$ cat src/rtl/data_addr_gen.sv
// ----------------------------------------------------------------------------
// data_addr_gen
//
// Window-sweep address generator feeding data_ram. For one input feature map
// it walks a conv layer in this order:
//   output row (oy) -> column tile (ROWS lanes) -> kernel row (ky) -> kernel col (kx)
// and emits one address beat per cycle. Each beat carries:
//   - the kernel offsets kx/ky
//   - the tile column base and the output row base
//   - the latched image base
// Window first/last markers travel with the address beat. The RAM data for
// that beat arrives one cycle later, so downstream logic must delay the
// markers if it needs them aligned with the data.
//
// Ports
//   clk             clock, rising edge
//   rst_n           asynchronous active-low reset
//   start           layer start pulse, accepted only when idle
//   hold            stall while running: counters freeze, no valid beat
//   STRIDE          conv stride (1..3), latched on start
//   KERNEL_DIM      kernel size K (1..IN_DIM), latched on start
//   IN_DIM          input map width = height (1..RAM_NUM), latched on start
//   image_index_in  ROM row base of this map, latched on start
//   image_index     latched image base
//   addr_r_x        kernel column offset kx (upper nibble always 0)
//   addr_r_y        kernel row offset ky
//   ram_select_r_x  tile column base = tile*ROWS*STRIDE
//   ram_select_r_y  output row base  = oy*STRIDE
//   data_out_valid  beat valid
//   win_first       valid beat with kx = ky = 0
//   win_last        valid beat with kx = ky = K-1
//   busy            controller not idle
//   done            one-cycle pulse at end of layer
//   cfg_err         illegal configuration seen on the last accepted start
// ----------------------------------------------------------------------------
module data_addr_gen #(
  parameter int ROWS    = 8,
  parameter int RAM_NUM = 32,
  parameter int ADDR_DW = 5
) (
  input  logic               clk,
  input  logic               rst_n,
  input  logic               start,
  input  logic               hold,
  input  logic [1:0]         STRIDE,
  input  logic [3:0]         KERNEL_DIM,
  input  logic [5:0]         IN_DIM,
  input  logic [8:0]         image_index_in,
  output logic [8:0]         image_index,
  output logic [7:0]         addr_r_x,
  output logic [3:0]         addr_r_y,
  output logic [ADDR_DW-1:0] ram_select_r_x,
  output logic [ADDR_DW-1:0] ram_select_r_y,
  output logic               data_out_valid,
  output logic               win_first,
  output logic               win_last,
  output logic               busy,
  output logic               done,
  output logic               cfg_err
);

  localparam int ROWS_LOG2 = $clog2(ROWS);
  // Wide enough to hold any dimension count up to and including RAM_NUM.
  localparam int DIM_W     = $clog2(RAM_NUM + 1);
  localparam int TS_W      = DIM_W + 1;

  typedef enum logic [1:0] {
    S_IDLE = 2'd0,
    S_PREP = 2'd1,
    S_RUN  = 2'd2,
    S_DONE = 2'd3
  } state_t;

  state_t state_reg;
  state_t state_next;

  // Latched configuration
  logic [1:0]       stride_reg;
  logic [3:0]       k_reg;

  // Output-size calculation
  logic [DIM_W-1:0] rem_reg;
  logic [DIM_W-1:0] out_dim_reg;

  // Sweep counters
  logic [3:0]       kx_reg;
  logic [3:0]       ky_reg;
  logic [DIM_W-1:0] tile_reg;
  logic [DIM_W-1:0] oy_reg;

  // Combinational helpers
  logic [DIM_W-1:0] in_ext;
  logic [DIM_W-1:0] k_ext;
  logic [DIM_W-1:0] stride_ext;
  logic             cfg_bad;
  logic             start_ok;
  logic             prep_step;
  logic [TS_W-1:0]  tiles_sum;
  logic [DIM_W-1:0] tiles;
  logic             kx_last;
  logic             ky_last;
  logic             tile_last;
  logic             oy_last;
  logic             beat;
  logic             last_beat;
  logic [ADDR_DW-1:0] rx_base;
  logic [ADDR_DW-1:0] ry_base;

  assign in_ext     = DIM_W'(IN_DIM);
  assign k_ext      = DIM_W'(KERNEL_DIM);
  assign stride_ext = DIM_W'(stride_reg);

  // Configuration check uses the live inputs because it is evaluated in the
  // same cycle the configuration is latched.
  assign cfg_bad   = (STRIDE == 2'd0) || (KERNEL_DIM == 4'd0) || (k_ext > in_ext);
  assign start_ok  = (state_reg == S_IDLE) && start;

  // One output row is added per PREP cycle while the remaining span still
  // fits another stride; this is a divide by repeated subtraction.
  assign prep_step = (rem_reg >= stride_ext);

  // Ceiling division of out_dim by ROWS; one extra bit avoids wrap on the add.
  assign tiles_sum = {1'b0, out_dim_reg} + TS_W'(ROWS - 1);
  assign tiles     = DIM_W'(tiles_sum >> ROWS_LOG2);

  assign kx_last   = (kx_reg == (k_reg - 4'd1));
  assign ky_last   = (ky_reg == (k_reg - 4'd1));
  assign tile_last = (tile_reg == (tiles - DIM_W'(1)));
  assign oy_last   = (oy_reg == (out_dim_reg - DIM_W'(1)));

  // Bases are sized to ADDR_DW; legal configurations never exceed it.
  assign rx_base = ADDR_DW'(32'(tile_reg) * ROWS * 32'(stride_reg));
  assign ry_base = ADDR_DW'(32'(oy_reg) * 32'(stride_reg));

  // --------------------------------------------------------------------------
  // State register
  // --------------------------------------------------------------------------
  always_ff @(posedge clk or negedge rst_n) begin
    if (!rst_n) begin
      state_reg <= S_IDLE;
    end else begin
      state_reg <= state_next;
    end
  end

  // --------------------------------------------------------------------------
  // Next-state logic
  // --------------------------------------------------------------------------
  always_comb begin
    state_next = state_reg;
    case (state_reg)
      S_IDLE: begin
        if (start) begin
          state_next = cfg_bad ? S_DONE : S_PREP;
        end
      end
      S_PREP: begin
        if (!prep_step) begin
          state_next = S_RUN;
        end
      end
      S_RUN: begin
        if (last_beat) begin
          state_next = S_DONE;
        end
      end
      S_DONE: begin
        state_next = S_IDLE;
      end
      default: begin
        state_next = S_IDLE;
      end
    endcase
  end

  // --------------------------------------------------------------------------
  // FSM-decoded outputs and datapath controls
  // --------------------------------------------------------------------------
  always_comb begin
    busy      = (state_reg != S_IDLE);
    // hold only matters while running; elsewhere there is no beat anyway.
    beat      = (state_reg == S_RUN) && !hold;
    last_beat = beat && kx_last && ky_last && tile_last && oy_last;
  end

  // --------------------------------------------------------------------------
  // Configuration, output-size calculation, sweep counters, beat outputs
  // --------------------------------------------------------------------------
  always_ff @(posedge clk or negedge rst_n) begin
    if (!rst_n) begin
      stride_reg     <= '0;
      k_reg          <= '0;
      rem_reg        <= '0;
      out_dim_reg    <= '0;
      kx_reg         <= '0;
      ky_reg         <= '0;
      tile_reg       <= '0;
      oy_reg         <= '0;
      image_index    <= '0;
      addr_r_x       <= '0;
      addr_r_y       <= '0;
      ram_select_r_x <= '0;
      ram_select_r_y <= '0;
      data_out_valid <= 1'b0;
      win_first      <= 1'b0;
      win_last       <= 1'b0;
      done           <= 1'b0;
      cfg_err        <= 1'b0;
    end else begin
      // Registered from state so the pulse lands the cycle after DONE.
      done           <= (state_reg == S_DONE);
      data_out_valid <= beat;
      win_first      <= beat && (kx_reg == 4'd0) && (ky_reg == 4'd0);
      win_last       <= beat && kx_last && ky_last;

      if (start_ok) begin
        stride_reg  <= STRIDE;
        k_reg       <= KERNEL_DIM;
        image_index <= image_index_in;
        cfg_err     <= cfg_bad;
        rem_reg     <= in_ext - k_ext;
        out_dim_reg <= DIM_W'(1);
        kx_reg      <= '0;
        ky_reg      <= '0;
        tile_reg    <= '0;
        oy_reg      <= '0;
      end

      if ((state_reg == S_PREP) && prep_step) begin
        rem_reg     <= rem_reg - stride_ext;
        out_dim_reg <= out_dim_reg + DIM_W'(1);
      end

      // Address registers only load on a valid beat, so during hold and
      // after the layer they keep the last issued beat.
      if (beat) begin
        addr_r_x       <= {4'b0000, kx_reg};
        addr_r_y       <= ky_reg;
        ram_select_r_x <= rx_base;
        ram_select_r_y <= ry_base;

        if (kx_last) begin
          kx_reg <= '0;
          if (ky_last) begin
            ky_reg <= '0;
            if (tile_last) begin
              tile_reg <= '0;
              if (oy_last) begin
                oy_reg <= '0;
              end else begin
                oy_reg <= oy_reg + DIM_W'(1);
              end
            end else begin
              tile_reg <= tile_reg + DIM_W'(1);
            end
          end else begin
            ky_reg <= ky_reg + 4'd1;
          end
        end else begin
          kx_reg <= kx_reg + 4'd1;
        end
      end
    end
  end

endmodule

$ cat config.mk
export PLATFORM = sky130hd
export DESIGN_NAME = data_addr_gen
export DESIGN_NICKNAME = d
export VERILOG_FILES = /design/src/rtl/data_addr_gen.sv
export SDC_FILE = /design/constraint.sdc
export NUM_CORES = 1
export LEC_CHECK = 0
export BUFFER_PORTS_ARGS = -buffer_cell sky130_fd_sc_hd__buf_4
export CORE_ASPECT_RATIO = 1.75
export CORE_MARGIN = 4
export CORE_UTILIZATION = 52
export CTS_BUF_LIST = sky130_fd_sc_hd__clkbuf_4 sky130_fd_sc_hd__clkbuf_8 sky130_fd_sc_hd__clkbuf_16
export DETAILED_ROUTE_END_ITERATION = 8
export GPL_ROUTABILITY_DRIVEN = 0
export PLACE_DENSITY = 0.83
export SYNTH_ARGS = -nofsm -noshare
export SYNTH_HDL_FRONTEND = slang
export SYNTH_SLANG_ARGS = --single-unit
$ cat constraint.sdc
create_clock -name clk -period 2.95 [get_ports clk]
set_input_delay 0.7375 -clock clk [delete_from_list [all_inputs] [get_ports clk]]
set_output_delay 0.7375 -clock clk [all_outputs]
set_load 0.005 [all_outputs]
* Yosys cells after proc, flatten, opt, wreduce, memory -nomap -nowiden
Index checks and enable logic that the tools add are counted.
Storage, ports and cells: flip-flop bits (word level) 69, input bits 25, output and inout bits 37, logic and storage cells 92
Cells by class: $add $sub $neg 11, $mul 2, order comparisons 2, equal/unequal tests 10, mux-type cells 27, reductions and logical operators 21
Operators by type and width (count):
- $mux 6 | 15
- $mux 4 | 7
- $add 6x1->6 const B | 3
- $eq 6x6->1 | 2
- $logic_not 4->1 | 3
- $logic_and 1x1->1 | 9
- $add 4x1->4 const B | 2
- $eq 4x4->1 | 2
- $mux 2 | 4
- $pmux 2 s4 | 1
- $add 6x3->7 const B | 1
- $ge 6x2->1 | 1
- $gt 4x6->1 | 1
- $mul 6x2->2 | 1
- $mul 6x2->5 | 1
- $ne 2x2->1 const B | 3
- $reduce_bool 2->1 | 3
- $sub 6x1->6 const B | 1
- $sub 6x2->6 | 1
- $sub 6x4->6 | 1
- $sub 4x1->5 const B | 1
- $eq 2x2->1 const B | 2
- $logic_not 2->1 | 2
- $sub 4x1->4 const B | 1
- other kinds (4) | 5

* Depth between registers and ports, before layout
Gate-level depths: netlist of the first run.
word-level depth 8, mapped depth 14, depth with buffers taken out 12

* Worst setup path after synthesis of the first run
Ideal clock, no wire load.
path kind reg2reg, from register out_dim_reg[0], to register oy_reg[0], setup time 0.079 ns, arrival time 2.668 ns, required time 2.871 ns, path slack 0.203 ns, cell stages (with the launch flop) 15, buffers on the path 2, period minus slack after synthesis 2.747 ns, path through dfrtp_1 > buf_2 > inv_1 > ha_1 > inv_1 > o21ai_0 > xor2_1 > ha_1 > xnor3_1 > nor4_1 > a31o_2 > o21a_4 > and2_4 > buf_6 > mux2i_1
Between the ends: word-level cells in the longest chain between the ends 7, elaborated cells between the ends (all ways) 10, those cells by class add/sub: 3; eq/ne: 2; mux: 5
Ends and longest elaborated chain:
- start: declaration | line 83 | logic [DIM_W-1:0] out_dim_reg;
- start signal: assignment | line 231 | out_dim_reg <= out_dim_reg + DIM_W'(1);
- $add 6x3->7 or $sub 6x1->6 (tied branches) | line 123, 129
- $sub 4x1->5 or $eq 6x6->1 (tied branches) | line 128, 129
- $eq 6x6->1 or $mux 6 (tied branches) | line 128, 248
- $mux 6 (*) | line 246 | if (tile_last) begin
- $mux 6 (*) | line 244 | if (ky_last) begin
- $mux 6 (*) | line 242 | if (kx_last) begin
- $mux 6 (*) | line 236 | if (beat) begin
- end signal: assignment | line 251 | oy_reg <= oy_reg + DIM_W'(1);
- end: declaration | line 89 | logic [DIM_W-1:0] oy_reg;
Mark *: on every way between the ends. The rest lies on a longest branch, timed or not. A chain may end at the register's enable or synchronous reset.

* Worst setup path after layout of the first run
Ends and elaborated chain as after synthesis.

==> results.toml, run 1 <==
[setup_path]
path_delay_family = "simple AND/OR/NAND/NOR gates"
worst_path_max_delay_cell = "nor4_2"
cp.required_ns = 3.20
critical_path_class = "register to register"
cp_slowest_stage_delay_ns = 0.44
cp_num_buf_inv = 1
crit_fanout = 11
crit_chain = "buf_4, o31a_1, or2_2, ha_1, xnor2_1, nor4_2, o21a_4, and2_4, mux2i_1"
end_kind = "register"
critPathArrivalTime_ns = 2.97
critPathLaunchType = "register"

[cts]
cts_root_buffer = "clkbuf_16"
cts.htree.levels = 3
clockBufferDepth = 2
clk_transition_reported_paths_ns = 0.05
cts_tree = "yes"
clkLatencyLatePin_ns = 0.33
clock_sinks = 69
ctsHoldBuffers = 0
numCtsBuffers = 9

[route]
drt_iter0_markers = 216
wl_per_cell_um = 15.6
routed_wl_um = 9740
dr_total_vias = 3602
via_per_inst = 5.75
ant_nets = 0
drt_pre_antenna_iters = 5
drc_errors = 0

[synth]
async_reset_ff_share_pct = 100
ys_types = 73
seq_area_frac_synth_pct = 39.8
syn_inst = 480
yosys_most_used_dff = "dfrtp_1"
synth-edff-count = 0
ys_warn_count = 0
mappedNetlistArea_um2 = 4340
synth_seq_cells = 69
syn_avg_cell_area_um2 = 9.04

[finish]
largest_register_ffs = 9
layout.nets = 585
drive_above_1_share_pct = 18.3
fin_util_pct = 63.7
final_cells = 626
registers.top_by_ff_count = "image_index"
diodes = 0
final_area_um2 = 5100
areaGrowthSynthToFinish_pct = 17.6

[power]
power_per_cell_area_nw_per_um2 = 563
peakVddDrop_mv = 0.286
power_mw = 2.87
power.leakage_nw = 2.45

[timing]
rsz0062_at_grt = "false"
finalSetupViolations = 0
period_needed_ns = 2.72
setup_ws_ns = 0.231
fmax_mhz = 368
final_max_slew_viol_count = 0
worst-slew-pin-transition_ns = 0.843
finalCritPeriodShare_pct = 92.2
final.setup_skew_ns = 0.00652
whs_ns = 0.470
tns_ns = 0
slew_headroom_pct = 43.8
final_hold_viol_count = 0

[global_routing]
grt_first_pass_wirelength_um = 16400
grt_usage_pct = 20.4
grt-ovfl-total = 0
grt_max_degree = 70
grt_pass1_vias = 3599
grt_antenna_before_repair = 0

[floorplanning]
core_area_um2 = 8020
start_util_pct = 54.1
die_y_um = 129
io_pins = 62
rows = 43
dieArea_um2 = 9930
die_w_um = 77.1

[placement]
hpwlAfterDp_um = 7240
place_area_um2 = 4790
io_buffers = 54
dp_slack_ns = 0.106
dp.cells = 612

[outcome]
status = "completed"

[run]
maxCapViolCount = 0

[worst_hold_path]
hold_path.class = "register to register"
[layer usage]
layer	vias to the layer above	track usage (%)	share of wire, %
li1	1755	-	-
met1	1720	22.5	38
met2	99	38.0	55
met3	28	2.31	3.4
met4	0	11.3	3.4
met5	-	0	0
[path summary, 6_finish.rpt]
check,cells past startpoint,slack [ns],end,from
max,9,0.23,oy_reg[0],out_dim_reg[0]
min,2,0.47,ram_select_r_y[1],ram_select_r_y[1]
max reg2reg,9,0.23,oy_reg[0],out_dim_reg[0]
min reg2reg,2,0.47,ram_select_r_y[1],ram_select_r_y[1]
max in group asynchronous,1,1.89,win_last,rst_n
min in group asynchronous,1,0.53,image_index[2],rst_n
[worst register-to-register path, stage by stage (launching register included)]
cell and delay [ns]:
dfrtp_1 0.37, buf_4 0.17, o31a_1 0.26, or2_2 0.30
ha_1 0.31, xnor2_1 0.16, nor4_2 0.44, o21a_4 0.25
and2_4 0.20, mux2i_1 0.18
[Yosys cell counts, types with 2 or more instances]
library cell / instances / area, um2
nand2_1: 87 / 327
dfrtp_1: 69 / 1730
o21ai_0: 50 / 250
inv_1: 35 / 131
ha_1: 24 / 300
nor2_1: 22 / 82.6
xnor2_1: 15 / 131
clkbuf_1: 13 / 48.8
nand3_1: 13 / 65.1
xor2_1: 11 / 96.3
a21oi_1: 8 / 40.0
and2_1: 8 / 50.1
buf_4: 7 / 52.6
nor3_1: 7 / 35.0
nor2b_1: 6 / 37.5
o211ai_1: 6 / 45.0
a211oi_1: 5 / 37.5
buf_2: 5 / 25.0
nor4_1: 5 / 31.3
nand4_1: 4 / 25.0
a21o_1: 3 / 22.5
a22o_1: 3 / 26.3
a31oi_1: 3 / 18.8
and4_1: 3 / 26.3
buf_6: 3 / 33.8
fa_1: 3 / 60.1
o2111ai_1: 3 / 26.3
o31ai_1: 3 / 22.5
xnor3_1: 3 / 67.6
a2111oi_4: 2 / 55.1
a311oi_1: 2 / 17.5
nand2b_1: 2 / 12.5
o21a_1: 2 / 15.0
o21ai_1: 2 / 10.0
o221ai_1: 2 / 17.5
o41a_1: 2 / 22.5
or2_2: 2 / 12.5
or3_1: 2 / 12.5
[layout make-up]
type	count	area (um2)
sequential	69	1730
clock inverter	5	53.8
clock buffer	9	225
inverter	36	135
timing repair buffer	64	480
multi-input combinational	353	2370
fill	640	2910
tap	90	113
[where the power goes]
part | internal (mW) | switching (mW) | total (mW)
registers | 1.07 | 0.143 | 1.21
clock network | 0.640 | 0.381 | 1.02
logic | 0.309 | 0.331 | 0.640
total | 2.02 | 0.855 | 2.87
[what timing repair did]
item / in CTS / in global routing
gates resized for setup: 0 / 5
setup buffers: 0 / 0
setup endpoints to repair: 0 / 14
[layout by cell type (no fill, tap or decap), types with 3 or more instances in the layout]
cell / count
nand2_1: 87
dfrtp_1: 69
buf_4: 64
o21ai_0: 50
inv_1: 35
ha_1: 23
nor2_1: 22
xnor2_1: 15
nand3_1: 13
xor2_1: 11
clkbuf_16: 9
and2_1: 8
a21oi_1: 8
nor3_1: 7
conb_1: 7
o211ai_1: 6
nor2b_1: 6
a211oi_1: 5
nand4_1: 4
xnor3_1: 3
and4_1: 3
a21o_1: 3
nor4_1: 3
o31ai_1: 3
o2111ai_1: 3
a31oi_1: 3
a22o_1: 3
fa_1: 3
clkinv_2: 3
[cell families after synthesis]
logic type      share of synthesized area, %
other cells                           0.0864
flops                                   39.8
mux                                    0.490
compound gates                          18.3
fa+ha+maj                               8.54
simple gates                            19.2
buf+inv                                 6.81
xor+xnor                                6.81
(Power assumes the default switching activity.)
==> inputs of run 2 (changes only) <==
--- a/config.mk
+++ b/config.mk
@@ -5,12 +5,12 @@
 export SDC_FILE = /design/constraint.sdc
 export NUM_CORES = 1
 export LEC_CHECK = 0
-export BUFFER_PORTS_ARGS = -buffer_cell sky130_fd_sc_hd__buf_4
 export CORE_ASPECT_RATIO = 1.75
 export CORE_MARGIN = 4
-export CORE_UTILIZATION = 52
+export CORE_UTILIZATION = 58
 export CTS_BUF_LIST = sky130_fd_sc_hd__clkbuf_4 sky130_fd_sc_hd__clkbuf_8 sky130_fd_sc_hd__clkbuf_16
 export DETAILED_ROUTE_END_ITERATION = 8
+export DONT_BUFFER_PORTS = 1
 export GPL_ROUTABILITY_DRIVEN = 0
 export PLACE_DENSITY = 0.83
 export SYNTH_ARGS = -nofsm -noshare
==> results.toml, run 2 (synthesized netlist as in run 1, its figures left out) <==
[outcome]
status = "completed"

[cts]
clockBufferDepth = 2
cts.htree.levels = 3
post_cts_buffers = 0
numCtsBuffers = 9
clock_sinks = 69
cts_root_buffer = "clkbuf_16"
ctsHoldBuffers = 0
cts_tree = "yes"
clk_transition_reported_paths_ns = 0.06
cts_resized = 0
clkLatencyLatePin_ns = 0.34

[timing]
slew_headroom_pct = 41.0
finalSetupViolations = 0
final_hold_viol_count = 0
final_max_slew_viol_count = 0
final.setup_skew_ns = 0.00740
period_needed_ns = 2.77
rsz0062_at_grt = "false"
finalCritPeriodShare_pct = 93.8
fmax_mhz = 361
worst-slew-pin-transition_ns = 0.882
tns_ns = 0

[route]
dr_total_vias = 3379
wl_per_cell_um = 16.4
drt_iter0_markers = 190
via_per_inst = 5.93
drc_errors = 0
ant_nets = 0
drt_pre_antenna_iters = 5
routed_wl_um = 9360

[power]
power_mw = 2.94
power_per_cell_area_nw_per_um2 = 621
peakVddDrop_mv = 0.307
power.leakage_nw = 2.20

[floorplanning]
start_util_pct = 60.0
die_y_um = 122
dieArea_um2 = 8980
rows = 41
core_area_um2 = 7230
die_w_um = 73.4
io_pins = 62

[global_routing]
grt_antenna_before_repair = 0
grt-ovfl-total = 0
use_met1_pct = 25.9
grt_pass1_vias = 3457
met3_usage_pct = 4.51
grt_first_pass_wirelength_um = 15900
grt_usage_pct = 22.6
grt_max_degree = 70
busiest_layer = "met2"
met2_usage_pct = 39.7

[finish]
final_cell_mix = "nand2_1, dfrtp_1, o21ai_0"
registers.top_by_ff_count = "image_index"
layout.nets = 531
largest_register_ffs = 9
areaGrowthSynthToFinish_pct = 8.88
final_common_cell = "nand2_1"
drive_above_1_share_pct = 9.30
diodes = 0

[setup_path]
r2r_start = "rem_reg[0]"
critical_path_class = "register to register"
critPathLaunchType = "register"
critPathArrivalTime_ns = 3.01
ff2ff_path_depth = 9
end_kind = "register"
cp.required_ns = 3.19
r2r-end = "state_reg[1]"
reg2reg_slack_ns = 0.18
crit_fanout = 5

[run]
maxCapViolCount = 0

[placement]
hpwlAfterDp_um = 6870
io_buffers = 0

[worst_hold_path]
hold_path.class = "input port to async pin"
-- run 2: metal layers --
| metal | routed length (um) | share of wire, % | vias up |
|---|---|---|---|
| li1 | - | - | 1646 |
| met4 | 243 | 2.6 | 0 |
| met1 | 3610 | 39 | 1620 |
| met3 | 447 | 4.8 | 19 |
| met2 | 5060 | 54 | 94 |
| met5 | 0 | 0 | - |
-- run 2: worst max-delay path by stage --
| stage | to | from | cells after the start | slack (ns) |
|---|---|---|---|---|
| after global placement | tile_reg[4] | out_dim_reg[1] | 12 | 0.26 |
| final | state_reg[1] | rem_reg[0] | 9 | 0.18 |
| after global routing | oy_reg[0] | out_dim_reg[1] | 12 | 0.03 |
| after floorplan | oy_reg[0] | out_dim_reg[0] | 14 | 0.20 |
| after CTS | tile_reg[4] | out_dim_reg[1] | 11 | 0.06 |
| after detailed placement | tile_reg[4] | out_dim_reg[1] | 11 | 0.08 |
-- run 2: critical path, stage by stage, from the launching register on --
cell	delay, ns
dfrtp_1	0.38
inv_1	0.06
ha_1	0.19
fa_1	0.22
or3b_2	0.51
o41ai_2	0.27
o21ai_0	0.33
a2111oi_0	0.52
a221oi_2	0.08
o311ai_2	0.10
-- run 2: final cells by class --
| class | instances | area [um2] |
|---|---|---|
| Tap cell | 86 | 108 |
| Sequential cell | 69 | 1730 |
| Clock buffer | 10 | 233 |
| Inverter | 36 | 135 |
| Multi-Input combinational cell | 353 | 2350 |
| Clock inverter | 6 | 93.8 |
| Timing Repair Buffer | 10 | 75.1 |
| Fill cell | 537 | 2510 |
-- run 2: where the power goes --
part / switching (mW) / internal (mW) / total (mW)
combinational: 0.289 / 0.240 / 0.529
sequential: 0.153 / 1.07 / 1.22
clock: 0.430 / 0.757 / 1.19
-- run 2: per-stage QoR --
step	instances	util, %	setup WS, ns	cell area (um2)	hold slack (ns)
after global routing	570	65.3	0.0271	4720	0.0820
final	570	65.3	0.183	4720	0.0858
after global placement	554	60.6	0.259	4380	0.444
after detailed placement	554	60.6	0.0840	4380	0.443
after CTS	570	65.1	0.0609	4710	0.0838
after floorplan	486	-	0.203	4360	0.442
